$ cat src/rtl/mem_arbiter2.sv
// Two-master arbiter for the picorv32 native memory interface; one transaction in flight.
// Optional bounded-wait termination is compiled in with `define MEM_ARB_TIMEOUT_EN.
module mem_arbiter2 #(
  parameter int ROUND_ROBIN    = 1,
  parameter int TIMEOUT_CYCLES = 255
) (
  input  logic        clk,
  input  logic        reset,
  input  logic        m0_valid,
  input  logic        m0_instr,
  input  logic [31:0] m0_addr,
  input  logic [31:0] m0_wdata,
  input  logic [3:0]  m0_wstrb,
  output logic        m0_ready,
  output logic [31:0] m0_rdata,
  input  logic        m1_valid,
  input  logic        m1_instr,
  input  logic [31:0] m1_addr,
  input  logic [31:0] m1_wdata,
  input  logic [3:0]  m1_wstrb,
  output logic        m1_ready,
  output logic [31:0] m1_rdata,
  output logic        mem_valid,
  output logic        mem_instr,
  output logic [31:0] mem_addr,
  output logic [31:0] mem_wdata,
  output logic [3:0]  mem_wstrb,
  input  logic        mem_ready,
  input  logic [31:0] mem_rdata,
  output logic        grant,
  output logic        timeout_err
);

  // Handshake: a requester holds mX_valid and its fields until mX_ready, a
  // one-cycle pulse; the downstream port holds mem_* stable until mem_ready.
  typedef enum logic {IDLE = 1'b0, BUSY = 1'b1} state_t;

  state_t      state_q, state_d;
  logic        grant_q, grant_d;
  logic        pick, load, finish, to_hit;
  logic        mem_instr_q;
  logic [31:0] mem_addr_q, mem_wdata_q;
  logic [3:0]  mem_wstrb_q;

  // On a tie, round robin hands the port to whoever did not win last time.
  always_comb begin
    if (m0_valid && m1_valid) pick = (ROUND_ROBIN != 0) ? ~grant_q : 1'b0;
    else                      pick = m1_valid;
  end

  always_comb begin
    state_d = state_q;
    grant_d = grant_q;
    load    = 1'b0;
    finish  = 1'b0;
    case (state_q)
      IDLE: begin
        if (m0_valid || m1_valid) begin
          load    = 1'b1;
          grant_d = pick;
          state_d = BUSY;
        end
      end
      BUSY: begin
        if (mem_ready || to_hit) begin
          finish  = 1'b1;
          state_d = IDLE;
        end
      end
      default: state_d = IDLE;
    endcase
  end

  always_ff @(posedge clk) begin
    if (reset) begin
      state_q     <= IDLE;
      grant_q     <= 1'b1;
      mem_instr_q <= 1'b0;
      mem_addr_q  <= '0;
      mem_wdata_q <= '0;
      mem_wstrb_q <= '0;
    end else begin
      state_q <= state_d;
      grant_q <= grant_d;
      if (load) begin
        mem_instr_q <= pick ? m1_instr : m0_instr;
        mem_addr_q  <= pick ? m1_addr  : m0_addr;
        mem_wdata_q <= pick ? m1_wdata : m0_wdata;
        mem_wstrb_q <= pick ? m1_wstrb : m0_wstrb;
      end
    end
  end

`ifdef MEM_ARB_TIMEOUT_EN
  localparam logic [15:0] TO_LAST = 16'(TIMEOUT_CYCLES - 1);

  logic [15:0] to_cnt;
  logic        timeout_err_q;

  // A real mem_ready in the terminal cycle wins over the forced termination.
  assign to_hit      = (state_q == BUSY) && !mem_ready && (to_cnt == TO_LAST);
  assign timeout_err = timeout_err_q;

  always_ff @(posedge clk) begin
    if (reset) begin
      to_cnt        <= '0;
      timeout_err_q <= 1'b0;
    end else begin
      if (load)                                to_cnt <= '0;
      else if (state_q == BUSY && !mem_ready)  to_cnt <= to_cnt + 16'd1;
      if (to_hit) timeout_err_q <= 1'b1;
    end
  end
`else
  logic unused_timeout_cfg;
  assign unused_timeout_cfg = (TIMEOUT_CYCLES > 0);
  assign to_hit      = 1'b0;
  assign timeout_err = 1'b0;
`endif

  assign m0_ready  = finish && !grant_q;
  assign m1_ready  = finish &&  grant_q;
  assign m0_rdata  = (to_hit && !grant_q) ? 32'hdeadbeef : mem_rdata;
  assign m1_rdata  = (to_hit &&  grant_q) ? 32'hdeadbeef : mem_rdata;
  assign mem_valid = (state_q == BUSY);
  assign mem_instr = mem_instr_q;
  assign mem_addr  = mem_addr_q;
  assign mem_wdata = mem_wdata_q;
  assign mem_wstrb = mem_wstrb_q;
  assign grant     = grant_q;

endmodule

$ cat config.mk
export PLATFORM = sky130hd
export DESIGN_NAME = mem_arbiter2
export DESIGN_NICKNAME = d
export VERILOG_FILES = /design/src/rtl/mem_arbiter2.sv
export SDC_FILE = /design/constraint.sdc
export NUM_CORES = 1
export LEC_CHECK = 0
export BUFFER_PORTS_ARGS = -buffer_cell sky130_fd_sc_hd__buf_4
export CORE_AREA = 2 2 122 124
export DETAILED_ROUTE_END_ITERATION = 8
export DIE_AREA = 0 0 124 126
export GPL_TIMING_DRIVEN = 0
export PLACE_DENSITY_LB_ADDON = 0.15
export SKIP_CTS_REPAIR_TIMING = 1
export SLEW_MARGIN = 20
export SYNTH_ARGS = -nofsm -noshare
export SYNTH_HDL_FRONTEND = slang
export SYNTH_SLANG_ARGS = --single-unit
$ cat constraint.sdc
create_clock -name clk -period 2.1 [get_ports clk]
set_input_delay 0.42 -clock clk [delete_from_list [all_inputs] [get_ports clk]]
set_output_delay 0.42 -clock clk [all_outputs]
set_load 0.02 [all_outputs]
Word level (Yosys, flattened, before mapping)
Cells that the tools add are included.
{ "op_classes": {"mux": 11, "bitwise_logic": 2, "n_reduce_logical": 6} }
{ "ops": {"columns": ["op", "count"], "rows": [
  ["$mux 32", 2],
  ["$mux 1", 7],
  ["$mux 4", 1],
  ["$logic_and 1x1->1", 3],
  ["$not 1->1", 2],
  ["$pmux 1 s2", 1],
  ["$reduce_and 2->1", 1],
  ["$logic_not 1->1", 1],
  ["$logic_or 1x1->1", 1]
]} }
{ "word_totals": {"regBits": 71, "input_bits": 175, "out_inout_bits": 138, "word_cells": 25} }

Logic depth before layout (Yosys ltp)
Gate-level depths: netlist (run 1).
{ "logic_depth": {"word_depth": 3, "ltp_mapped": 6} }

Least setup slack after synthesis (run 1)
OpenSTA, ideal clock, no wires.
{ "synth_timing": {"path_kind": "flip-flop to flip-flop", "startpoint": "reg grant_q (netlist: grant)", "endpoint": "reg mem_addr_q[10] (netlist: mem_addr[10])", "setup_time_ns": 0.091, "t_arrival_ns": 1.293, "required_ns": 2.009, "setup_slack_ns": 0.716, "path_stages_with_launch": 7, "period_less_slack_ns": 1.384, "cell_sequence": "dfxtp_1 > a21bo_1 > buf_4 > buf_6 > buf_4 > nand2_1 > a311oi_1"} }
{ "synth_via": {"elab_chain_len": 3} }
{ "synth_rtl": {"columns": ["item", "line", "rtl"], "rows": [
  ["start, declared", "39", "logic grant_q, grant_d;"],
  ["start signal, assigned", "84", "grant_q <= grant_d;"],
  ["$not 1->1", "47", "if (m0_valid && m1_valid) pick = (ROUND_ROBIN != 0) ? ~grant_q : 1'b0;"],
  ["$mux 1", "47", null],
  ["$mux 32", "87", "mem_addr_q <= pick ? m1_addr : m0_addr;"],
  ["end signal, assigned", "87", null],
  ["end, declared", "42", "logic [31:0] mem_addr_q, mem_wdata_q;"]
]} }
No other way between the ends.
A chain may end at the register's enable or synchronous reset.

Worst setup path in the final report (run 1)
{ "layout_timing": {"startpoint": "reg grant_q (netlist: grant)", "endpoint": "reg mem_addr_q[6] (netlist: mem_addr[6])"} }
Same word-level chain as after synthesis.

==> results of run 1 <==
==> cell families (layout without fill, tap and decap cells) <==
| family | Yosys count | in the layout | synth area share (%) |
|---|---|---|---|
| compound gates | 74 | 74 | 18.3 |
| other cells | 1 | 1 | 0.105 |
| buf+inv | 103 | 396 | 19.2 |
| flops | 71 | 71 | 39.8 |
| simple gates | 213 | 213 | 22.6 |
==> sequential cells by signal (all words and copies together) (netlist names) <==
signal     count
grant          1
mem_wdata     32
mem_addr      32
mem_valid      1
mem_wstrb      4
mem_instr      1
==> worst max path at each step <==
stage                               from                         to  slack, ns  depth (start not counted)
floorplan             grant$_SDFFE_PP1P_  mem_addr[10]$_SDFFE_PP0P_       0.72                          6
global placement                m0_valid   mem_addr[8]$_SDFFE_PP0P_       0.34                          6
detailed placement              m0_valid   mem_addr[6]$_SDFFE_PP0P_       0.32                          6
CTS                   grant$_SDFFE_PP1P_   mem_addr[6]$_SDFFE_PP0P_       0.46                          5
global route        mem_valid$_SDFF_PP0_  mem_wdata[7]$_SDFFE_PP0P_       0.38                          4
finish                grant$_SDFFE_PP1P_   mem_addr[6]$_SDFFE_PP0P_       0.52                          5
==> synthesized netlist by cell type <==
library cell,count
nand2_1,139
buf_2,19
clkbuf_1,13
o31ai_1,1
dfxtp_1,71
nor2_1,71
a21bo_1,1
buf_4,69
and3_1,1
nor3b_1,1
o21ba_2,1
a211o_1,1
a311oi_1,69
buf_6,2
a21boi_2,1
conb_1,1
nand2b_1,1
==> metal layers <==
metal  global-route usage (%)  wire, um
met4                     6.21       207
met1                     19.1      5290
met5                        0         0
met3                     6.52      1670
met2                     28.8      6760
==> worst max-delay path: stages, from the launching register on <==
cell,delay [ns]
dfxtp_1,0.38
a21boi_2,0.37
buf_4,0.26
buf_6,0.16
nand2_1,0.06
a311oi_1,0.25
==> per-stage QoR <==
stage          total power (W)  util, %  std cells
2_1_floorplan          0.00230        -        462
3_3_place_gp           0.00294     41.1        924
3_5_place_dp           0.00295     41.1        924
4_1_cts                0.00435     42.9        939
5_1_grt                0.00452     42.9        939
6_report               0.00429     42.9        939
==> report_power, final <==
group	switching, W	internal, W	total [W]
combinational	0.000694	0.000654	0.00135
sequential	0.0000762	0.00149	0.00156
clock	0.000552	0.000825	0.00138
total	0.00132	0.00297	0.00429
==> final cells by class <==
class                      instances  area share [%]
clock buffer                      14            4.13
clock inverter                     1          0.0814
sequential                        71            23.1
tap                              184            3.75
timing repair buffer             278            34.0
multi-input combinational        288            23.8
buffer                           103            11.1
==> impl_metrics.tcl, run 1 <==
set metrics [dict create \
    h-tree-depth 3 \
    worst-r2r-cell-count 5 \
    start_kind "register" \
    pwr_density_cell_nw_per_um2 698 \
    min_delay_path_depth 3 \
    ios 313 \
    yosysSeqAreaShare_pct 39.8 \
    fin_area_sq_um 6150 \
    syn2layout_area_growth_pct 72.2 \
    slew_headroom_pct 63.8 \
    synth_seq_cells 71 \
    pre_cts_slack_ns 0.323 \
    drt-wirelength-per-cell_um 14.8 \
    die_area_sq_um 15600 \
    r2r-end "mem_addr[6]$_SDFFE_PP0P_" \
    post-dp-hpwl_um 10900 \
    fin_ws_ns 0.518 \
    synth.top_cell.area_share_pct 39.8 \
    grt-ovfl-total 0 \
    synth_area_sq_um 3570 \
    cts_tree "done" \
    cts_sinks 71 \
    gp_congestion 0.760 \
    yosys.area.top_type "dfxtp_1" \
    rsz0062_at_grt "false" \
    cts_buffers 9 \
    numPortBuffers 278 \
    hold_end "mem_addr[20]$_SDFFE_PP0P_" \
    hp-class "in2reg" \
    initial_core_util_pct 24.9 \
    skew_ns 0.00430 \
    maxCapViolCount 0 \
    worstPathRequired_ns 2.34 \
    drc 0 \
    end_kind "register" \
    multi_input_area_sq_um 1460 \
    grt_pass1_wl_um 20500 \
    rrSetupSlack_ns 0.52 \
    hold_viol 0 \
    rows 44 \
    finalMaxSlewViolations 0 \
    die_h_um 126 \
    ir_worst_vdd_uv 343 \
    vias 4134 \
    antenna_found_initial 0 \
    ys_types 17 \
    fillers 1511 \
    leakage_nw 3.07 \
    final-seq-area_sq_um 1420 \
    finalCritPeriodShare_pct 75.3 \
    nets 926 \
    grt_pass1_vias 4090 \
    fin_crit_ns 1.58 \
    fmax_mhz 632 \
    clkTransAtPathRegs_ns 0.06 \
    core_area_sq_um 14300 \
    status "complete, no violations" \
    via_per_inst 4.40 \
    grt_max_degree 11 \
    diodes 0 \
    firstDrtPassIters 4 \
    final_common_cell "buf_4" \
    die_w_um 124 \
    arrival_ns 1.82 \
    synth_nets 637 \
    mostFrequentLayoutCells "buf_4 (347), nand2_1 (139), nor2_1 (71), dfxtp_1 (71), a311oi_1 (69)" \
    finalSetupViolations 0 \
    path_max_fanout 10 \
    synthesis.instances 462 \
    tns_ns 0 \
    clockRootBuffer "clkbuf_16" \
    drt_iter0_drc 191 \
    synthTopCellsByArea "dfxtp_1 (40%), a311oi_1 (17%), nand2_1 (15%)" \
    cts_buffer_depth 2 \
    reg2reg_from "grant$_SDFFE_PP1P_" \
    wirelength_um 13900 \
    worst_pin_slew_ns 0.543 \
    drtAntennaViolNets 0 \
    synth_warnings 0 \
    clkLatencyLatePin_ns 0.33 \
    syn-mean-instance-area_sq_um 7.73 \
    layout-drive-gt1-share_pct 50.5 \
    whs_ns 0.356 \
    grtUsageTotal_pct 16.9 \
    path_class "reg2reg" \
    place_area_sq_um 5890 \
    hp-start "m0_addr[20]" \
]
(Power assumes the default switching activity.)
==> inputs of run 2 (changes only) <==
ABC_AREA = 1   (was default)
clock period = 1.3 ns   (was 2.1 ns; I/O delays follow)
==> impl_metrics.tcl, run 2 <==
set metrics [dict create \
    status "complete, no violations" \
    hp-class "in2reg" \
    skew_ns 0.00437 \
    finalSetupViolations 0 \
    tns_ns 0 \
    synth_warnings 0 \
    antenna_found_initial 0 \
    yosys.area.top_type "dfxtp_1" \
    mostFrequentLayoutCells "buf_4 (351), nor2_1 (206), nand2_1 (139), inv_1 (72), o21ai_0 (70)" \
    rows 44 \
    initial_core_util_pct 28.7 \
    synthesis.instances 671 \
    arrival_ns 1.03 \
    cts_buffers 9 \
    drt-wirelength-per-cell_um 12.0 \
    synth_edf_count 0 \
    path_class "reg2out" \
    pre_cts_slack_ns -0.291 \
    hold_end "mem_wdata[1]$_SDFFE_PP0P_" \
    h-tree-depth 3 \
    die_area_sq_um 15600 \
    worstPathRequired_ns 1.04 \
    finalMaxSlewViolations 0 \
    clockRootBuffer "clkbuf_16" \
    core_area_sq_um 14300 \
    path_max_fanout 6 \
    grt_pass1_vias 4212 \
    synth_common_cells "nor2_1 (209), nand2_1 (142), buf_4 (76), inv_1 (72), dfxtp_1 (71)" \
    reg2reg_from "mem_valid$_SDFF_PP0_" \
    syn2layout_area_growth_pct 66.3 \
    grt_max_degree 12 \
    die_h_um 126 \
    ys_types 13 \
    synth.most_common_cell "nor2_1" \
    drt_iter0_drc 142 \
    pwr_density_cell_nw_per_um2 1060 \
    gp_congestion 0.754 \
    grt_pass1_wl_um 20600 \
    clkTransAtPathRegs_ns 0.06 \
    rsz0062_at_grt "true" \
    start_kind "register" \
    synth_area_sq_um 4100 \
    worst-r2r-cell-count 6 \
    via_per_inst 4.02 \
    synth.top_cell.area_share_pct 34.6 \
    leakage_nw 3.92 \
    synthTopCellsByArea "dfxtp_1 (35%), nor2_1 (19%), buf_4 (14%)" \
    finalCritPeriodShare_pct 98.9 \
    fin_ws_ns 0.0147 \
    hp-start "m0_wdata[1]" \
    synth_nets 846 \
    ios 313 \
    ir_worst_vdd_uv 452 \
    min_delay_path_depth 5 \
    drc 0 \
    numPortBuffers 279 \
    final_common_cell "buf_4" \
    vias 4623 \
    place_area_sq_um 6430 \
    synth_flop_cell "dfxtp_1" \
    clkLatencyLatePin_ns 0.32 \
    yosysSeqAreaShare_pct 34.6 \
    nets 1137 \
    fin_crit_ns 1.29 \
    hold_viol 0 \
    layout-drive-gt1-share_pct 41.3 \
    fin_area_sq_um 6830 \
    die_w_um 124 \
    r2r-end "mem_wdata[6]$_SDFFE_PP0P_" \
    syn-mean-instance-area_sq_um 6.12 \
    rrSetupSlack_ns 0.05 \
    cts_buffer_depth 2 \
    diodes 0 \
    firstDrtPassIters 4 \
    end_kind "output port" \
    drtAntennaViolNets 0 \
    synthArstFlopShare_pct 0 \
    fmax_mhz 778 \
    post-dp-hpwl_um 10900 \
    wirelength_um 13800 \
    placed_cells 1134 \
    grtUsageTotal_pct 16.8 \
    maxCapViolCount 0 \
    cts_tree "done" \
    cts_sinks 71 \
    fin_cells 1150 \
    grt-ovfl-total 0 \
    synth_seq_cells 71 \
]
## run 2: power by group
part	internal [W]	total (W)	switching, W
sequential	0.00240	0.00252	0.000116
combinational	0.00115	0.00238	0.00124
clock	0.00146	0.00234	0.000880
total	0.00501	0.00724	0.00223
## run 2: area by class of cell
type,count,area (sq um)
sequential,71,1430
clock buffer,10,229
fill,1566,7490
clock inverter,5,50.0
timing repair buffer,281,2120
multi-input combinational,426,1740
tap,184,230
inverter,72,270
buffer,101,763
## run 2: worst max path at each step
| stage | from | end | slack, ns | cells past startpoint |
|---|---|---|---|---|
| after floorplan | grant$_SDFFE_PP1P_ | mem_addr[0]$_SDFFE_PP0P_ | 0.05 | 7 |
| after global placement | grant$_SDFFE_PP1P_ | mem_wdata[6]$_SDFFE_PP0P_ | -0.29 | 7 |
| after detailed placement | grant$_SDFFE_PP1P_ | mem_wdata[6]$_SDFFE_PP0P_ | -0.29 | 7 |
| after CTS | grant$_SDFFE_PP1P_ | mem_wdata[6]$_SDFFE_PP0P_ | -0.30 | 7 |
| after global routing | mem_valid$_SDFF_PP0_ | mem_wdata[6]$_SDFFE_PP0P_ | -0.05 | 6 |
| final | mem_valid$_SDFF_PP0_ | m0_ready | 0.01 | 3 |
## run 2: worst max-delay path: stages (launching register included)
cell and delay [ns]:
dfxtp_4 0.40, nand2_4 0.09, nor2_4 0.09, buf_6 0.12
## run 2: cells by family after synthesis
| group | Yosys count | synth area share (%) |
|---|---|---|
| other | 1 | 0.0914 |
| and+or+nand+nor | 353 | 32.4 |
| AOI/OAI and AO/OA | 72 | 8.84 |
| DFF | 71 | 34.6 |
| buffers and inverters | 174 | 24.0 |
## run 2: per-stage QoR
stage               hold WS [ns]  power [W]  util, %
floorplan                  0.417    0.00384        -
global placement           0.509    0.00491     44.9
detailed placement         0.512    0.00492     44.9
CTS                        0.192    0.00729     46.9
global route               0.233    0.00767     47.7
finish                     0.223    0.00724     47.7
## run 2: routing by layer
metal,routed length (um),track usage [%],share of wire (%),vias up
li1,-,-,-,2509
met1,5390,19.0,39,1922
met2,6830,29.9,49,179
met3,1400,4.98,10,13
met4,218,5.22,1.6,0
met5,0,0,0,-
==> inputs of run 3 (changes only) <==
CTS_BUF_LIST = sky130_fd_sc_hd__clkbuf_8 sky130_fd_sc_hd__clkbuf_16   (was default)
==> impl_metrics.tcl, run 3 (synthesis results as in run 2) <==
set metrics [dict create \
    rows 44 \
    finalMaxSlewViolations 0 \
    cts_buffer_depth 2 \
    hold_end "mem_wdata[1]$_SDFFE_PP0P_" \
    syn2layout_area_growth_pct 66.3 \
    slowest_stage "dfxtp_4" \
    firstDrtPassIters 4 \
    clkTransAtPathRegs_ns 0.06 \
    path_class "reg2out" \
    finalSetupViolations 0 \
    cts_sinks 71 \
    reg2reg_from "mem_valid$_SDFF_PP0_" \
    slowest_delay_ns 0.40 \
    h-tree-depth 3 \
    layout-drive-gt1-share_pct 41.3 \
    end_kind "output port" \
    die_w_um 124 \
    path_cells "nand2_4 -> nor2_4 -> buf_6" \
    hp-class "in2reg" \
    worst-r2r-cell-count 6 \
    cp_top_family "flip-flops" \
    gp_congestion 0.754 \
    fmax_mhz 778 \
    die_area_sq_um 15600 \
    drtAntennaViolNets 0 \
    hold_viol 0 \
    cts_tree "done" \
    pwr_density_cell_nw_per_um2 1060 \
    antenna_found_initial 0 \
    nets 1137 \
    worstPathRequired_ns 1.04 \
    fillers 1566 \
    mostFrequentLayoutCells "buf_4 (351), nor2_1 (206), nand2_1 (139), inv_1 (73), o21ai_0 (70)" \
    drt-wirelength-per-cell_um 12.0 \
    grt_pass1_vias 4212 \
    rsz0062_at_grt "true" \
    leakage_nw 3.92 \
    total_power_w 0.00724 \
    path_max_fanout 6 \
    maxCapViolCount 0 \
    via_per_inst 4.02 \
    status "complete, no violations" \
    start_kind "register" \
    initial_core_util_pct 28.7 \
    vias 4623 \
    grtUsageTotal_pct 16.8 \
    path_buf_inv 1 \
    cts_buffers 9 \
    fin_cells 1150 \
    diodes 0 \
    grt_pass1_wl_um 20600 \
    drc 0 \
    wirelength_um 13800 \
    rrSetupSlack_ns 0.05 \
    arrival_ns 1.03 \
    grt-ovfl-total 0 \
    r2r-end "mem_wdata[6]$_SDFFE_PP0P_" \
    grt_max_degree 12 \
    drt_iter0_drc 142 \
    post-dp-hpwl_um 10900 \
    ios 313 \
    fin_ws_ns 0.0147 \
    core_area_sq_um 14300 \
    clkLatencyLatePin_ns 0.32 \
    fin_crit_ns 1.29 \
    tns_ns 0 \
    final_common_cell "buf_4" \
    ir_worst_vdd_uv 453 \
    hp-start "m0_wdata[1]" \
    skew_ns 0.00437 \
    placed_cells 1134 \
    die_h_um 126 \
    finalCritPeriodShare_pct 98.9 \
    post-route-util_pct 47.7 \
    clockRootBuffer "clkbuf_16" \
    pre_cts_slack_ns -0.291 \
    numPortBuffers 279 \
    min_delay_path_depth 5 \
]
-- run 3: final cells by class --
| class | instances | area, sq um | share of cell area [%] |
|---|---|---|---|
| flip-flops and latches | 71 | 1430 | 20.9 |
| inverters | 72 | 270 | 3.96 |
| clock inverters | 6 | 53.8 | 0.788 |
| multi-input cells | 426 | 1740 | 25.4 |
| plain buffers | 101 | 763 | 11.2 |
| repair buffers | 281 | 2120 | 31.0 |
| clock buffers | 9 | 225 | 3.30 |
| well taps | 184 | 230 | 3.37 |
-- run 3: power breakdown --
part	internal (W)	switching, W	total (W)	leakage (nW)
registers	0.00240	0.000116	0.00252	0.591
clock network	0.00145	0.000880	0.00233	0.146
logic	0.00115	0.00124	0.00238	3.18
-- run 3: per-stage QoR --
stage / hold slack, ns / instance area (sq um)
2_1_floorplan: 0.417 / 4100
6_report: 0.223 / 6830
4_1_cts: 0.192 / 6710
3_3_place_gp: 0.509 / 6430
5_1_grt: 0.233 / 6830
3_5_place_dp: 0.512 / 6430
-- run 3: worst max-delay path by stage --
stage / startpoint / to / slack, ns / depth (start not counted)
2_1_floorplan: grant$_SDFFE_PP1P_ / mem_addr[0]$_SDFFE_PP0P_ / 0.05 / 7
3_3_place_gp: grant$_SDFFE_PP1P_ / mem_wdata[6]$_SDFFE_PP0P_ / -0.29 / 7
5_1_grt: mem_valid$_SDFF_PP0_ / mem_wdata[6]$_SDFFE_PP0P_ / -0.05 / 6
6_report: mem_valid$_SDFF_PP0_ / m0_ready / 0.01 / 3
3_5_place_dp: grant$_SDFFE_PP1P_ / mem_wdata[6]$_SDFFE_PP0P_ / -0.29 / 7
4_1_cts: grant$_SDFFE_PP1P_ / mem_wdata[6]$_SDFFE_PP0P_ / -0.30 / 7
-- run 3: worst register-to-register path, stage by stage (launching register included) --
cell	delay, ns
dfxtp_4	0.37
nor2_4	0.14
buf_6	0.16
buf_4	0.19
nand2_1	0.08
nor2_2	0.15
nor2_1	0.06
-- run 3: per-layer routing --
metal	track usage [%]	vias up	wire length, um
li1	-	2509	-
met1	19.0	1922	5390
met2	29.9	179	6830
met3	4.98	13	1400
met4	5.22	0	218
met5	0	-	0
